===== config.mk =====
export PLATFORM = sky130hd
export DESIGN_NAME = qr_cordic_row_scheduler
export DESIGN_NICKNAME = d
export VERILOG_FILES = /design/src/rtl/qr_sched_pkg.sv /design/src/rtl/qr_row_buffer.sv /design/src/rtl/qr_cordic_row_scheduler.sv
export SDC_FILE = /design/constraint.sdc
export NUM_CORES = 1
export LEC_CHECK = 0
export BUFFER_PORTS_ARGS = -buffer_cell sky130_fd_sc_hd__buf_2
export CORE_MARGIN = 2
export CORE_UTILIZATION = 35
export DETAILED_ROUTE_END_ITERATION = 6
export SETUP_SLACK_MARGIN = 0.05
export SYNTH_ARGS = -nofsm -noshare
export SYNTH_HDL_FRONTEND = slang
export SYNTH_SLANG_ARGS = --single-unit

===== constraint.sdc =====
create_clock -name clk -period 11.45 [get_ports clk]
set_input_delay 2.29 -clock clk [delete_from_list [all_inputs] [get_ports clk]]
set_output_delay 2.29 -clock clk [all_outputs]
set_load 0.01 [all_outputs]

===== src/rtl/qr_sched_pkg.sv =====
// qr_sched_pkg: shared constants for the QR_CORDIC row scheduler.
// FSM state codes, default geometry and width helpers.
package qr_sched_pkg;

  localparam int DEF_DATA_WIDTH = 20;
  localparam int DEF_D_WIDTH    = 4;
  localparam int DEF_N_ROWS     = 8;
  localparam int DEF_TIMEOUT    = 64;
  localparam int ROW_W = DEF_DATA_WIDTH * DEF_D_WIDTH;

  typedef logic [2:0] state_t;

  localparam state_t S_IDLE  = 3'd0;
  localparam state_t S_LOAD  = 3'd1;
  localparam state_t S_ISSUE = 3'd2;
  localparam state_t S_DRAIN = 3'd3;
  localparam state_t S_DONE  = 3'd4;

  function automatic int clog2_min1(input int v);
    return (v <= 2) ? 1 : $clog2(v);
  endfunction

  function automatic int row_w(input int dw, input int n);
    return dw * n;
  endfunction

  localparam int PTR_W = clog2_min1(DEF_N_ROWS);
  localparam int IDX_W = clog2_min1(DEF_D_WIDTH);
  localparam int TMO_W = clog2_min1(DEF_TIMEOUT);

endpackage


===== src/rtl/qr_row_buffer.sv =====
// qr_row_buffer: N_ROWS x ROW_W register file, one write port and
// one registered read port that returns zero when not enabled.
module qr_row_buffer #(
  parameter int ROW_W  = 80,
  parameter int N_ROWS = 8,
  parameter int PTR_W  = 3
) (
  input  logic             clk,
  input  logic             rst,
  input  logic             wr_en,
  input  logic [PTR_W-1:0] wr_addr,
  input  logic [ROW_W-1:0] wr_data,
  input  logic             rd_en,
  input  logic [PTR_W-1:0] rd_addr,
  output logic [ROW_W-1:0] rd_data
);

  logic [ROW_W-1:0] mem [N_ROWS];

  always_ff @(posedge clk) begin
    if (wr_en) mem[wr_addr] <= wr_data;
  end

  // Read register doubles as the core's a_ij, so it idles at zero.
  always_ff @(posedge clk) begin
    if (rst)        rd_data <= '0;
    else if (rd_en) rd_data <= mem[rd_addr];
    else            rd_data <= '0;
  end

endmodule


===== src/rtl/qr_cordic_row_scheduler.sv =====
// qr_cordic_row_scheduler: buffers one matrix, streams it to QR_CORDIC,
// collects R rows. Optional QR_SCHED_PERF_EN adds perf_cycles.
module qr_cordic_row_scheduler
  import qr_sched_pkg::*;
#(
  parameter int DATA_WIDTH = DEF_DATA_WIDTH,
  parameter int D_WIDTH    = DEF_D_WIDTH,
  parameter int N_ROWS     = DEF_N_ROWS,
  parameter int TIMEOUT    = DEF_TIMEOUT
) (
  input  logic                          clk,
  input  logic                          rst,
  input  logic                          start,
  input  logic                          in_valid,
  output logic                          in_ready,
  input  logic [DATA_WIDTH*D_WIDTH-1:0] in_row,
  output logic [DATA_WIDTH*D_WIDTH-1:0] core_a_ij,
  output logic                          core_valid_i,
  input  logic                          core_valid_o,
  input  logic [DATA_WIDTH*D_WIDTH-1:0] core_out_r,
  output logic                          r_valid,
  output logic [DATA_WIDTH*D_WIDTH-1:0] r_row,
  output logic [clog2_min1(D_WIDTH)-1:0] r_idx,
  output logic                          busy,
  output logic                          done,
  output logic                          err_timeout
`ifdef QR_SCHED_PERF_EN
 ,output logic [15:0]                   perf_cycles
`endif
);

  localparam int RW = row_w(DATA_WIDTH, D_WIDTH);
  localparam int PW = clog2_min1(N_ROWS);
  localparam int IW = clog2_min1(D_WIDTH);
  localparam int CW = $clog2(D_WIDTH + 1);
  localparam int TW = clog2_min1(TIMEOUT);

  localparam logic [PW-1:0] LAST_ROW = PW'(N_ROWS - 1);
  localparam logic [CW-1:0] LAST_OUT = CW'(D_WIDTH - 1);
  localparam logic [CW-1:0] ALL_OUT  = CW'(D_WIDTH);
  localparam logic [TW-1:0] TMO_LAST = TW'(TIMEOUT - 1);

  state_t        state;
  logic [PW-1:0] wr_ptr;
  logic [PW-1:0] rd_ptr;
  logic [CW-1:0] out_cnt;
  logic [TW-1:0] tmo;
  logic          accept;
  logic          issuing;
  logic          capture;
  logic          go;
  logic [RW-1:0] rd_data;

  assign in_ready  = (state == S_LOAD);
  assign busy      = (state != S_IDLE);
  assign done      = (state == S_DONE);
  assign issuing   = (state == S_ISSUE);
  assign accept    = in_ready && in_valid;
  assign go        = (state == S_IDLE) && start;
  assign core_a_ij = rd_data;

  assign capture = core_valid_o
                && (issuing || state == S_DRAIN)
                && (out_cnt < ALL_OUT);

  qr_row_buffer #(
    .ROW_W  (RW),
    .N_ROWS (N_ROWS),
    .PTR_W  (PW)
  ) u_buf (
    .clk     (clk),
    .rst     (rst),
    .wr_en   (accept),
    .wr_addr (wr_ptr),
    .wr_data (in_row),
    .rd_en   (issuing),
    .rd_addr (rd_ptr),
    .rd_data (rd_data)
  );

  always_ff @(posedge clk) begin
    if (rst) begin
      state       <= S_IDLE;
      wr_ptr      <= '0;
      rd_ptr      <= '0;
      tmo         <= '0;
      err_timeout <= 1'b0;
    end else begin
      unique case (state)
        S_IDLE: begin
          if (start) begin
            state       <= S_LOAD;
            wr_ptr      <= '0;
            rd_ptr      <= '0;
            err_timeout <= 1'b0;
          end
        end
        S_LOAD: begin
          if (accept) begin
            if (wr_ptr == LAST_ROW) begin
              wr_ptr <= '0;
              state  <= S_ISSUE;
            end else begin
              wr_ptr <= wr_ptr + 1'b1;
            end
          end
        end
        S_ISSUE: begin
          tmo <= '0;
          if (rd_ptr == LAST_ROW) begin
            rd_ptr <= '0;
            state  <= S_DRAIN;
          end else begin
            rd_ptr <= rd_ptr + 1'b1;
          end
        end
        S_DRAIN: begin
          // A capture on the expiry cycle wins over the timeout.
          if (out_cnt == ALL_OUT || (capture && out_cnt == LAST_OUT)) begin
            state <= S_DONE;
          end else if (capture) begin
            tmo <= '0;
          end else if (tmo == TMO_LAST) begin
            err_timeout <= 1'b1;
            state       <= S_DONE;
          end else begin
            tmo <= tmo + 1'b1;
          end
        end
        S_DONE:  state <= S_IDLE;
        default: state <= S_IDLE;
      endcase
    end
  end

  always_ff @(posedge clk) begin
    if (rst) begin
      core_valid_i <= 1'b0;
      r_valid      <= 1'b0;
      r_row        <= '0;
      r_idx        <= '0;
      out_cnt      <= '0;
    end else begin
      core_valid_i <= issuing;
      r_valid      <= capture;
      if (go) begin
        out_cnt <= '0;
      end else if (capture) begin
        r_row   <= core_out_r;
        r_idx   <= out_cnt[IW-1:0];
        out_cnt <= out_cnt + 1'b1;
      end
    end
  end

`ifdef QR_SCHED_PERF_EN
  always_ff @(posedge clk) begin
    if (rst || go) begin
      perf_cycles <= '0;
    end else if ((issuing || state == S_DRAIN) && perf_cycles != 16'hFFFF) begin
      perf_cycles <= perf_cycles + 1'b1;
    end
  end
`endif

endmodule


==> flow_summary_export.csv <==
group,metric,value,unit
sta,setup_viol,0,
placed_design,routabilityCongestion,0.698,
global_route,grt_overflow,0,
floorplan,io_pins,333,
synthesis,syn_inst,1589,
sta,relSlewSlack,26.7,%
placed_design,io_buffers,332,
floorplan,core_area,83800,um2
flow_run,max-cap-violations,0,
floorplan,row_count,106,
floorplan,fp.dieW,295,um
setup_path,slowest_delay,0.72,ns
routing,detail-route-antenna-nets,0,
clock_network,cts_sinks,823,
setup_path,slowest_stage,"nor3b_1",
clock_network,htree_levels,3,
power,cellPowerDensity,183,nW/um2
routing,vias,15093,
power,leakage,12.0,nW
clock_network,cts_resized,0,
clock_network,tritoncts,"yes",
finish,fin_cells,3159,
power,ir_drop,0.122,mV
global_route,antenna_found_initial,26,
run_status,outcome,"finished, final reports clean",
setup_path,critPathLaunchType,"flop",
setup_path,critPathMaxFanout,12,
synthesis,syn_avg_cell_area,18.7,um2
global_route,grt_first_pass_wirelength,97.8,mm
clock_network,cts_hold_buffers,0,
synthesis,synthTopCellsByArea,"edfxtp_1 65%, dfxtp_1 12%, mux4_2 12%",
sta,skew,0.0324,ns
sta,hold_viol_final,0,
synthesis,synth_edf_count,640,
finish,fillers,7404,
synthesis,ys_seq_elements,823,
synthesis,yosysMostFrequentCell,"edfxtp_1",
synthesis,synth_top_cell_area_share,64.6,%
routing,drtIter0Drc,884,
sta,worst_pin_slew,1.10,ns
sta,min_period,4.46,ns
clock_network,cts_max_path_buffers,3,
global_route,track_usage,15.0,%
sta,rsz0062_at_grt,"no",
routing,drt_drc_violations_left,0,
setup_path,worstPathRequired,9.16,ns
clock_network,post_cts_buffers,0,
power,total_power,6.53,mW
synthesis,async_flop_share,0,%
placed_design,dpl.cell_count,2992,
setup_path,endpoint_kind,"primary output",
placed_design,dp_hpwl,39.5,mm
synthesis,synth_largest_area_cell,"edfxtp_1",
sta,fin_ws,6.99,ns
clock_network,clk_latency,0.66,ns
global_route,first_global_vias,15773,
sta,fin_crit_sh,39.0,%
placed_design,place_ws,6.56,ns
setup_path,path_cells,"nor3b_1 > buf_2",
synthesis,ys_types,39,
sta,fmax,224,MHz
clock_network,cts_root_buf,"clkbuf_16",
synthesis,ys.flop_type,"edfxtp_1",
min_path,hp-class,"reg -> reg",
routing,firstDrtPassIters,5,
routing,wl_per_cell,20.8,um
global_route,grt_max_degree,99,
finish,num-nets-final,2120,
floorplan,die_y,295,um
setup_path,crit_type,"reg -> out",
clock_network,cts_buffers,87,
floorplan,die_area,87300,um2
finish,drive_gt1_share,33.1,%
routing,drt-total-wl,65.8,mm
setup_path,rrSetupSlack,7.62,ns
sta,drv_slew,0,
sta,whs,0.452,ns
synthesis,synth_area,29700,um2
sta,tns,0,ns
synthesis,synth_warnings,0,
routing,post_drt_via_cell_ratio,4.78,
synthesis,synth_nets,1762,
floorplan,start_util,35.5,%
clock_network,clkTransAtPathRegs,0.06,ns
setup_path,arrival,2.17,ns
finish,synthToLayoutAreaGrowth,20.4,%
synthesis,synthTopCellsByCount,"640 x edfxtp_1, 183 x dfxtp_1, 181 x nand2_1",
synthesis,ys_seq_area_share,77.0,%
-- cell families after synthesis --
group,share of synthesized area (%)
buf+inv,1.37
flops,77.0
mux,15.0
simple gates,4.34
compound gates,2.01
fa+ha+maj,0.337
-- layer usage --
metal	wire (um)	part of all wire (%)	up-vias	GRT usage (%)
met5	185	0.28	-	0
met2	32200	49	469	25.4
li1	-	-	6883	-
met3	4790	7.3	124	4.27
met4	1460	2.2	30	4.90
met1	27200	41	7587	18.5
-- cell type report --
class                   count  area, um2  area share [%]
diodes                      3       7.51          0.0210
clock inverters            51        686            1.92
flip-flops and latches    823      22900            64.0
repair buffers            353       1830            5.12
clock buffers             113       2420            6.75
inverters                   8       30.0          0.0839
multi-input cells         674       6510            18.2
well taps                1134       1420            3.96
-- path summary, 6_finish.rpt --
check                    startpoint                         end  depth (start not counted)
max reg2reg   state[0]$_SDFFE_PP0P_  u_buf.mem[3][28]$_DFFE_PP_                          5
min reg2reg  r_row[67]$_SDFFE_PP0P_      r_row[67]$_SDFFE_PP0P_                          2
min          r_row[67]$_SDFFE_PP0P_      r_row[67]$_SDFFE_PP0P_                          2
max           state[0]$_SDFFE_PP0P_                    in_ready                          2
-- critical path: cells and delay by family, from the launching register on --
family / cells / cell delay (ns)
buf+inv: 1 / 0.26
flops: 1 / 0.56
simple gates: 1 / 0.72
-- cell usage in the layout (no fill, tap or decap), types with 6 or more instances in the layout --
cell	instances
clkbuf_16	92
inv_1	8
nand2_1	180
buf_4	20
bufinv_16	11
nor3_1	6
nor2_4	6
ha_1	8
clkinv_2	15
a21oi_1	87
clkbuf_1	16
mux2i_1	83
clkinv_1	9
buf_2	332
nor2_1	91
edfxtp_1	640
dfxtp_1	180
mux4_2	160
-- metrics by stage --
step,utilization (%),cell area [um2]
floorplan,-,29700
global placement,39.0,32700
detailed placement,39.0,32700
CTS,42.7,35800
global route,42.7,35800
finish,42.7,35800
-- power by group --
group	switching (mW)	internal, mW	total (mW)	leakage [nW]
clock	1.18	1.77	2.95	1.50
combinational	0.170	0.126	0.295	3.26
sequential	0.0238	3.27	3.29	7.24
total	1.38	5.16	6.53	12.0
-- sequential cells by signal, summed over array words and instances (netlist names) --
name,flops
err_timeout,1
core_valid_i,1
out_cnt,3
u_buf.mem,640
r_valid,1
r_row,80
r_idx,2
u_buf.rd_data,80
tmo,6
wr_ptr,3
state,3
rd_ptr,3
No activity file was read; power rests on OpenSTA's default activity.
